===== src/rtl/gate_match_monitor.sv =====
// Registered condition monitor over a WIDTH-bit channel vector:
// selectable match test, popcount, zero flag, debounce and event count.
module gate_match_monitor #(
   parameter int WIDTH         = 3,
   parameter int STABLE_CYCLES = 4,
   parameter int EVT_W         = 8,
   localparam int CW           = $clog2(WIDTH + 1)
) (
   input  logic             clk,
   input  logic             rst,
   input  logic             en,
   input  logic [1:0]       mode,
   input  logic [WIDTH-1:0] din,
   input  logic             clr_evt,
   output logic             match,
   output logic             zero,
   output logic [CW-1:0]    ones_cnt,
   output logic             stable,
   output logic             match_rise,
   output logic [EVT_W-1:0] evt_cnt
);

   localparam int RW = $clog2(STABLE_CYCLES + 1);

   typedef enum logic [1:0] {
      IDLE,
      TRACK,
      STABLE
   } state_t;

   logic [WIDTH-1:0] din_q;
   logic [1:0]       mode_q;
   logic [CW-1:0]    pop;
   logic             hit;
   logic             rise;
   state_t           state;
   state_t           state_nx;
   logic [RW-1:0]    run_cnt;
   logic [RW-1:0]    run_nx;

   // Stage 1: data and mode travel together so a mode change stays aligned
   always_ff @(posedge clk or posedge rst) begin
      if (rst) begin
         din_q  <= '0;
         mode_q <= 2'b00;
      end else if (en) begin
         din_q  <= din;
         mode_q <= mode;
      end
   end

   always_comb begin
      pop = '0;
      for (int i = 0; i < WIDTH; i++) begin
         pop = pop + CW'(din_q[i]);
      end
   end

   always_comb begin
      hit = 1'b0;
      case (mode_q)
         2'b00:   hit = (pop == CW'(1));
         2'b01:   hit = (pop != '0);
         2'b10:   hit = ({pop, 1'b0} > (CW + 1)'(WIDTH));
         default: hit = ^din_q;
      endcase
   end

   assign rise = en & hit & ~match;

   // Stage 2: registered flags
   always_ff @(posedge clk or posedge rst) begin
      if (rst) begin
         match      <= 1'b0;
         zero       <= 1'b0;
         ones_cnt   <= '0;
         match_rise <= 1'b0;
      end else begin
         match_rise <= 1'b0;
         if (en) begin
            match      <= hit;
            zero       <= (din_q == '0);
            ones_cnt   <= pop;
            match_rise <= rise;
         end
      end
   end

   // An explicit clear is honoured even while sampling is paused
   always_ff @(posedge clk or posedge rst) begin
      if (rst) begin
         evt_cnt <= '0;
      end else if (clr_evt) begin
         evt_cnt <= '0;
      end else if (rise && (evt_cnt != '1)) begin
         evt_cnt <= evt_cnt + EVT_W'(1);
      end
   end

   always_ff @(posedge clk or posedge rst) begin
      if (rst) begin
         state   <= IDLE;
         run_cnt <= '0;
      end else begin
         state   <= state_nx;
         run_cnt <= run_nx;
      end
   end

   always_comb begin
      state_nx = state;
      run_nx   = run_cnt;
      if (!en) begin
         state_nx = IDLE;
         run_nx   = '0;
      end else begin
         case (state)
            IDLE: begin
               state_nx = TRACK;
               run_nx   = '0;
            end
            TRACK: begin
               if (hit != match) begin
                  run_nx = '0;
               end else if (run_cnt == RW'(STABLE_CYCLES - 1)) begin
                  state_nx = STABLE;
                  run_nx   = '0;
               end else begin
                  run_nx = run_cnt + RW'(1);
               end
            end
            STABLE: begin
               if (hit != match) begin
                  state_nx = TRACK;
                  run_nx   = '0;
               end
            end
            default: begin
               state_nx = IDLE;
               run_nx   = '0;
            end
         endcase
      end
   end

   assign stable = (state == STABLE);

endmodule


===== config.mk =====
export PLATFORM = sky130hd
export DESIGN_NAME = gate_match_monitor
export DESIGN_NICKNAME = d
export VERILOG_FILES = /design/src/rtl/gate_match_monitor.sv
export SDC_FILE = /design/constraint.sdc
export NUM_CORES = 1
export LEC_CHECK = 0
export BUFFER_PORTS_ARGS = -buffer_cell sky130_fd_sc_hd__buf_2
export CORE_MARGIN = 2
export CORE_UTILIZATION = 58
export DETAILED_ROUTE_END_ITERATION = 12
export PLACE_DENSITY = 0.86
export SLEW_MARGIN = 20
export SYNTH_ARGS = -nofsm -noshare
export SYNTH_HDL_FRONTEND = slang
export SYNTH_SLANG_ARGS = --single-unit

===== constraint.sdc =====
create_clock -name clk -period 3.4 [get_ports clk]
set_clock_uncertainty 0.05 [all_clocks]
set_input_delay 0.68 -clock clk [delete_from_list [all_inputs] [get_ports clk]]
set_output_delay 0.68 -clock clk [all_outputs]
set_load 0.1 [all_outputs]

[Word level (Yosys, flattened, before mapping)]
Index checks and enable logic that the tools add are counted.
Widths: inputs -> output; s select.
Operators by class
  $add $sub $neg: 4
  $lt $le $gt $ge: 1
  eq/ne operators: 11
  mux-type cells: 14
  bitwise logic cells: 3
  reductions and logical operators: 8
Operator list (number)
  $mux 8: 2
  $mux 3: 4
  $add 8x1->8 const B: 1
  $mux 2: 4
  $ne 8x8->1 const B: 1
  $eq 2x1->1 const B: 3
  $ne 3x3->1 const B: 2
  $pmux 2 s3: 1
  $pmux 3 s2: 1
  $eq 2x2->1 const B: 2
  $logic_not 2->1: 2
  $reduce_bool 2->1: 2
  $add 3x1->3 const B: 1
  $eq 3x2->1 const B: 1
  $gt 3x2->1 const B: 1
  $logic_not 3->1: 1
  $ne 3x2->1 const B: 1
  $pmux 1 s3: 1
  $reduce_and 3->1: 1
  $reduce_xor 3->1: 1
  $add 1x1->2: 1
  $add 2x1->2: 1
  $and 1x1->1: 2
  $logic_and 1x1->1: 1
  3 further kinds: 3
Word-level totals
  bits in registers: 23
  input bits: 9
  output and inout bits: 14

[Longest topological paths before layout]
Gate-level depths: netlist of the first run.
  word-level depth: 9
  depth in mapped cells: 7
  mapped depth without buffers: 6

[Worst setup path after synthesis of the first run]
No wires, ideal clock.
  path kind: flip-flop to flip-flop
  from: register evt_cnt[0]
  to: register evt_cnt[5]
  library setup time: 0.120 ns
  arrival: 1.952 ns
  slack: 1.278 ns
  stages on the path, launching flop included: 6
  period minus slack after synthesis: 2.122 ns
  path through: dfrtp_1 -> ha_1 -> and4_1 -> nor3_1 -> a21oi_1 -> a31o_2
On the way
  cells in the longest elaborated chain, start to end: 3
RTL lines
  start, declared: line 20  | output logic [EVT_W-1:0] evt_cnt
  start signal, assigned: line 96  | evt_cnt <= evt_cnt + EVT_W'(1);
  $add 8x1->8 / $ne 8x8->1 (equally long branches): line 96, 95
  $mux 8 / $logic_and 1x1->1 (equally long branches): line 95  | end else if (rise && (evt_cnt != '1)) begin
  $mux 8 / $reduce_bool 2->1 (equally long branches)
Several ways; a longest one is shown, not always the timed one. The select of a mux whose other input is x is not followed.
A chain may end at the register's enable or synchronous reset.

[Final worst setup path of the first run]
  from: register din_q[0]
  to: register evt_cnt[0]
On the way
  cells in the longest elaborated chain, start to end: 8
RTL lines
  start, declared: line 31  | logic [WIDTH-1:0] din_q;
  start signal, assigned: line 47  | din_q <= din;
  $add 1x1->2: line 55  | pop = pop + CW'(din_q[i]);
  $add 2x1->2: line 55
  $gt 3x2->1, or another cell as far along: line 64  | 2'b10: hit = ({pop, 1'b0} > (CW + 1)'(WIDTH));
  $pmux 1 s3 (*): line 61  | case (mode_q)
  $and 1x1->1 (*) (2 in series): line 69  | assign rise = en & hit & ~match;
  $logic_and 1x1->1 (*): line 95
  $reduce_bool 2->1 (no source line) (*)
Mark *: on every way between the ends. The rest lies on a longest branch, timed or not.

==> impl_results.md, run 1 <==
* Initial DRT Pass Iterations at 4
* Average wire per standard cell at approximately 15 um
* IO Port Bufs at 22
* Critical Path Max Stage Delay at about 510 ps
* Vias in the first global route at 953
* Status: complete, no violations
* ANT cells at 0
* Sw Pwr at 0.0002638 W
* Final-stage net count at around 160
* Fillers at between 150 and 200
* Later-pin clock latency in the skew report at 310 ps
* Worst EP arrival at roughly 2600 ps
* Post_cts resized at 0
* Number of flops mapped to enable cells by yosys at 0
* CP Max Fanout at 14
* Peak supply drop at 347.0 uV
* Mux contribution to synthesized area at 0.05295
* Initial antenna violation count at 0
* Final wirelength at around 2.5 mm
* Die W at approximately 50 um
* CP required at ~3600 ps
* Synth Area in Adders at 0.04684
* H-Tree Depth at 1
* Clock Tree Root: clkbuf_4
* Largest family of logic cells by synthesized area: simple AND/OR/NAND/NOR gates
* Int Pwr at around 0.00039 W
* CTS buffer count at 3
* Cts hold-fix bufs at 0
* First-pass GRT wire length at around 4.2 mm
* Simple-gate share of the synthesized area at 0.1935
* Area of the die at between 2000 and 3000 um2
* Syn Inst Count at 120
* CTS tree: built
* Worst hold path class: input port to asynchronous set/reset pin
* Post-synth ARST share at 1.000
* Starting Density at 0.6199
* Xor and xnor area share after synthesis at 0.01426
* Grt total ovfl at 0
* Sequential area share after synthesis at 0.4684
* Hold Fails Final Rpt at 0
* Max-cap check violation count at 0
* # Post-CTS Setup Buffers at 0
* Reg area at 575.6 um2
* Final Critical Period at roughly 2400 ps
* Slew margin rel. at 0.4402
* Die height at 50.03 um
* Dpl ws at 1040 ps
* Power density over cell area at 477.0 nW/um2
* P_leak at 0.6944 nW
* Hpwl dp at ~1.8 mm
* DR vias at 998
* Crit path cell chain: inv_1 > fa_1 > xor2_1 > o221a_2 > a21boi_2 > mux2_2
* Worst Setup End Kind: register
* Syn nets at 133
* Seq pwr share at 0.476
* Endpoints failing setup at 0
* Yosys synthesis warning count at 0
* CP max-delay cell: fa_1
* Rows at 16
* Tot Pwr at roughly 0.00066 W
* Setup total negative slack at 0 ps
* Sw Ratio at 0.4018
* Pin count of the biggest net entering global routing at 24
* Post-synthesis sequential element count at 23
* Area growth, synth to finish at 12.02%
* Gpl congestion at 0.8705
* Top_reg_cell synth: dfrtp_1
* CORE AREA at 1982 um2
* Clock network fraction of total power at 0.188
* Worst Setup Start Kind: register
* Multi-input gate area at 596.8 um2
* Post-synthesis cell type count at 34
* Antenna-violating nets left at 0
* Max Clk Rate at between 400 and 500 MHz
* Worst slew pin tran at 838.7 ps
* Compound-Gate Fraction of Synth Area at 0.1782
* Longest Clk Path Bufs at 2
* Post-Syn Area at ~1200 um2
* Drc violations at 0
* RSZ-0062 raised after global routing: false
* CTS Sinks at 23
* PnR worst setup slack at 994.3 ps
* Combinational fraction of design power at 0.336
* Final Max Slew Viols at 0
* Gr usage total at 0.2231
* Clock slew at reported path FFs at 110 ps
* IO Count at 23
* Vias per inst at 5.905
* Setup CP Type: register to register
* Share of cells above drive strength 1 at 0.2535
* Final period util at 0.7076
* Syn avg cell area at 10.24 um2
* Iter 0 DRT Violations at 24
[power by group through the flow]
stage / sequential [W] / clock (W) / combinational (W)
2_1_floorplan: 0.000417 / 0 / 0.0000848
3_3_place_gp: 0.000317 / 0 / 0.000213
3_5_place_dp: 0.000318 / 0 / 0.000222
4_1_cts: 0.000313 / 0.000128 / 0.000223
5_1_grt: 0.000316 / 0.000137 / 0.000236
6_report: 0.000313 / 0.000123 / 0.000221
[cell type report]
cell class / instances / share of cell area
multi-input combinational: 84 / 0.4336
sequential: 23 / 0.4182
timing repair buffer: 22 / 0.08000
inverter: 9 / 0.02455
tap: 27 / 0.02455
clock buffer: 4 / 0.01909
[critical path, delay by kind of cell, from the launching register on]
family,cells,cell delay [ps]
AO/OA/AOI/OAI,2,690
XOR/XNOR,1,270
adder cells (fa/ha/maj),1,510
buffers and inverters,1,70
multiplexers,1,360
flip-flops,1,340
[Yosys cell counts (2+ instances only)]
master | number | area [um2]
a21oi_1 | 6 | 30.03
a311oi_1 | 3 | 26.28
a31o_2 | 2 | 17.52
and3_1 | 6 | 37.54
and4_1 | 3 | 26.28
and4b_1 | 2 | 20.02
clkbuf_1 | 3 | 11.26
dfrtp_1 | 23 | 575.6
ha_1 | 3 | 37.54
inv_1 | 9 | 33.78
mux2_2 | 4 | 45.04
mux2i_1 | 2 | 20.02
nand2_1 | 11 | 41.29
nand2b_1 | 4 | 25.02
nand3_1 | 2 | 10.01
nor2_1 | 5 | 18.77
nor2b_1 | 4 | 25.02
nor3_1 | 4 | 20.02
o21ai_0 | 7 | 35.03
o221a_2 | 2 | 22.52
xor2_1 | 2 | 17.52
[placed cells by master, fill, tap and decap left out, drive strengths merged]
master  synthesis  layout
xor2            2       2
and4b           2       2
a41oi           2       2
mux2i           2       2
a31oi           1       1
buf             1      22
a21boi          2       2
o221ai          1       1
ha              3       3
a21oi           6       6
a211oi          2       2
nor2            5       5
a22o            1       1
nand3           2       2
nand2          11      11
o221a           2       2
nor2b           4       4
clkbuf          3       4
inv             9       9
o21ai           7       7
and3            6       6
nand2b          4       4
and2b           1       1
a31o            2       2
nand4           1       1
mux2            4       4
dfrtp          23      23
a311oi          3       3
fa              1       1
and4            3       3
nor3            4       4
[worst paths after layout]
path | startpoint | end | slack [ps] | depth (start not counted)
max in group asynchronous | rst | din_q[0] | 2320 | 2
max | din_q[0] | evt_cnt[0] | 990 | 6
max reg2reg | din_q[0] | evt_cnt[0] | 990 | 6
min in group clk | state[1] | state[0] | 480 | 1
min reg2reg | state[1] | state[0] | 480 | 1
min | rst | mode_q[1] | 470 | 2
[through the flow]
step,std cells,hold WS [ps],utilization,cell area [um2]
final,169,467.6,0.6944,1376
after global routing,169,511.0,0.6944,1376
after CTS,169,489.4,0.6944,1376
after detailed placement,165,473.5,0.6812,1350
after global placement,165,431.4,0.6812,1350
after floorplan,120,408.4,-,1229
[flip-flops by register name, summed over array words and instances (netlist names)]
signal      flops
din_q           3
evt_cnt         8
match           1
match_rise      1
mode_q          2
ones_cnt        2
run_cnt         3
state           2
zero            1
[kinds of logic after synthesis]
group,after synthesis
and+or+nand+nor,43
AOI/OAI and AO/OA,29
xor gates and xnor gates,2
muxes,6
adders and majority gates,4
DFF,23
buffers and inverters,13
[metal layers]
metal  vias up  part of all wire  global-route usage
met5         -                 0                   0
li1        482                 -                   -
met2        34              0.50              0.3750
met3        12             0.048             0.06061
met4         0             0.028             0.07870
met1       470              0.43              0.2722
No activity file was read; power rests on OpenSTA's default activity.
==> inputs of run 2 (changes only) <==
--- a/config.mk
+++ b/config.mk
@@ -5,11 +5,12 @@
 export SDC_FILE = /design/constraint.sdc
 export NUM_CORES = 1
 export LEC_CHECK = 0
+export ABC_AREA = 1
 export BUFFER_PORTS_ARGS = -buffer_cell sky130_fd_sc_hd__buf_2
 export CORE_MARGIN = 2
-export CORE_UTILIZATION = 58
+export CORE_UTILIZATION = 49
 export DETAILED_ROUTE_END_ITERATION = 12
-export PLACE_DENSITY = 0.86
+export PLACE_DENSITY = 0.78
 export SLEW_MARGIN = 20
 export SYNTH_ARGS = -nofsm -noshare
 export SYNTH_HDL_FRONTEND = slang
==> constraint.sdc (replaced) <==
create_clock -name clk -period 2 [get_ports clk]
set_clock_uncertainty 0.05 [all_clocks]
set_input_delay 0.4 -clock clk [delete_from_list [all_inputs] [get_ports clk]]
set_output_delay 0.4 -clock clk [all_outputs]
set_load 0.1 [all_outputs]
==> impl_results.md, run 2 <==
* Met2 WL at 1.242 mm (+1.6%)
* Final Max Slew Viols at 0 (unchanged)
* Die W at 54.33 um (+8.6%)
* Drc violations at 0 (unchanged)
* Final wirelength at 2.532 mm (+3.2%)
* Peak supply drop at 466.7 uV (+35%)
* Simple-gate share of the synthesized area at 0.3206 (+0.1271)
* IO Count at 23 (unchanged)
* Top sig layer: met4
* DRT met1 WL at 1.167 mm (+12%)
* Post-synthesis sequential element count at 23 (unchanged)
* Max Clk Rate at 537.2 MHz (+29%)
* Combinational fraction of design power at 0.353 (+0.017)
* Most frequent cells in the layout: nand2_1 (36), buf_2 (22), dfrtp_1 (21), inv_1 (16), nand3_1 (14)
* Final period util at 0.9307 (+0.2231)
* Worst Setup End Kind: register
* Die height at 54.33 um (+8.6%)
* Power density over cell area at 791.8 nW/um2 (+66%)
* Post-Syn Area at 1241 um2 (+1.0%)
* Most common cell after layout, fill and taps aside: nand2_1
* Top_reg_cell synth: dfrtp_1
* Final Util at 0.6008 (-0.09362)
* Seq pwr share at 0.463 (-0.013)
* IO Port Bufs at 22 (unchanged)
* Longest Clk Path Bufs at 2 (unchanged)
* Starting Density at 0.5103 (-0.1097)
* Xor and xnor area share after synthesis at 0.02823 (+0.01397)
* Area growth, synth to finish at 17.74%
* Setup total negative slack at 0 ps (unchanged)
* Final-stage net count at 191 (+22%)
* Gpl congestion at 0.7640 (-12%)
* Final Critical Period at 1861 ps (-544.3 ps)
* ANT cells at 0 (unchanged)
* CTS buffer count at 3 (unchanged)
* Post-synth top cells: nand2_1 (37), dfrtp_1 (23), nand3_1 (19)
* First-pass GRT wire length at 4.146 mm (-1.5%)
* Cell taking the most area after synthesis: dfrtp_1
* Rows at 18 (+2)
* Most flops, register: evt_cnt
* Post-synthesis cell type count at 24 (-29%)
* DR vias at 1076 (+7.8%)
* Iter 0 DRT Violations at 17 (-29%)
* Most common cell in the synthesized netlist: nand2_1
* Worst hold path class: input port to asynchronous set/reset pin
* Max reg flops at 8 (unchanged)
* Compound-Gate Fraction of Synth Area at 0.06452 (-0.1137)
* Int Pwr at 0.0006768 W (+72%)
* Yosys top cell area share at 0.4637 (-0.004722)
* Endpoints failing setup at 0 (unchanged)
* Share of cells above drive strength 1 at 0.2938 (+0.04026)
* Syn nets at 164 (+23%)
* Number of flops mapped to enable cells by yosys at 0 (unchanged)
* Average wire per standard cell at 12.23 um (-16%)
* Vias per inst at 5.198 (-12%)
* Sw Ratio at 0.4151 (+0.01331)
* Worst EP arrival at 2060 ps (-500 ps)
* CORE AREA at 2432 um2 (+23%)
* Pin count of the biggest net entering global routing at 24 (unchanged)
* Worst Setup Start Kind: register
* Antenna-violating nets left at 0 (unchanged)
* Largest family of logic cells by synthesized area: simple AND/OR/NAND/NOR gates
* H-Tree Depth at 1 (unchanged)
* Sequential area share after synthesis at 0.4637 (-0.004722)
* Clock slew at reported path FFs at 120 ps (about the same)
* Max-cap check violation count at 0 (unchanged)
* Clock network fraction of total power at 0.184 (-0.004)
* Later-pin clock latency in the skew report at 300 ps (about the same)
* Hpwl dp at 1.836 mm (+2.1%)
* Worst slew pin tran at 570.1 ps (-268.7 ps)
* CTS tree: built
* Synth Area in Adders at 0.04637 (-0.0004722)
* Clock Tree Root: clkbuf_4
* Largest regs: evt_cnt (8), din_q (3), run_cnt (3)
* Initial DRT Pass Iterations at 4 (unchanged)
* Met3 WL at 104 um (-12%)
* CP Max Fanout at 8 (-6)
* Gr usage total at 0.1932 (-0.02993)
* Setup CP Type: register to register
* Syn avg cell area at 8.220 um2 (-20%)
* P_leak at 0.7878 nW (+13%)
* RSZ-0062 raised after global routing: false
* Yosys synthesis warning count at 0 (unchanged)
* CTS Sinks at 23 (unchanged)
* Initial antenna violation count at 0 (unchanged)
* Hold Fails Final Rpt at 0 (unchanged)
* Sw Pwr at 0.0004804 W (+82%)
* Top cells by area, synth: dfrtp_1 (46%), nand2_1 (11%), nand3_1 (7.7%), inv_1 (5.4%), ha_1 (3.0%)
* Area of the die at 2952 um2 (+18%)
* Vias in the first global route at 1003 (+5.2%)
* Post-synth ARST share at 1.000 (unchanged)
* Syn Inst Count at 151 (+26%)
* Grt total ovfl at 0 (unchanged)
* Mux contribution to synthesized area at 0 (-0.05295)
* CP required at 2200 ps (-1360 ps)
* Slew margin rel. at 0.6195 (+0.1793)
* Status: complete, no violations
## run 2: worst paths after layout
path | start | to | slack [ps] | cells past startpoint
max in group asynchronous | rst | evt_cnt[1] | 1590 | 3
min in group clk | din[2] | din_q[2] | 250 | 3
max | din_q[1] | evt_cnt[3] | 140 | 7
min reg2reg | ones_cnt[0] | ones_cnt[0] | 450 | 2
min | rst | evt_cnt[5] | 60 | 3
max reg2reg | din_q[1] | evt_cnt[3] | 140 | 7
## run 2: through the flow
step	setup WS (ps)	area, um2	std cells	power, W	hold slack (ps)
after floorplan	126.4	1246	151	0.0008615	351.8
after global placement	207.9	1393	202	0.0009234	401.3
after detailed placement	82.04	1393	202	0.0009373	409.3
after CTS	54.32	1419	206	0.001149	63.27
after global routing	2.581	1461	207	0.001226	80.47
final	138.6	1461	207	0.001157	55.81
## run 2: final cells by class
class,instances,area [um2]
fillers,217,970.9
multi-input cells,103,608.1
flip-flops and latches,23,578.1
repair buffers,24,125.1
inverters,23,86.33
well taps,30,37.54
clock buffers,4,26.28
## run 2: metal layers
layer	GRT usage	vias up
li1	-	535
met5	0	-
met3	0.02732	2
met2	0.3313	24
met1	0.2413	515
met4	0.08333	0
## run 2: what timing repair did
| action | in CTS | in global routing |
|---|---|---|
| endpoints found under the setup margin | 0 | 8 |
| hold buffers | 0 | 0 |
| gates resized for setup | 0 | 10 |
| buffers inserted | 0 | 1 |
## run 2: worst max-delay path, cell delays in order (launching register included)
cell and delay [ps]:
dfrtp_1 380, inv_1 110, fa_2 490, nand2_2 110
nand4_1 180, nor2_4 300, nand3b_1 110, nand2_1 90
## run 2: logic make-up (layout without fill, tap and decap cells)
family | count (synthesis) | count (layout)
buffers and inverters | 25 | 51
AOI/OAI and AO/OA | 15 | 15
DFF | 23 | 23
and+or+nand+nor | 80 | 80
xor gates and xnor gates | 4 | 4
adders and majority gates | 4 | 4
## run 2: power by group through the flow
stage	sequential [W]	clock, W	combinational (W)
finish	0.000536	0.000213	0.000408
global route	0.000543	0.000238	0.000445
CTS	0.000536	0.000220	0.000392
detailed placement	0.000545	0	0.000392
global placement	0.000543	0	0.000380
floorplan	0.000686	0	0.000175
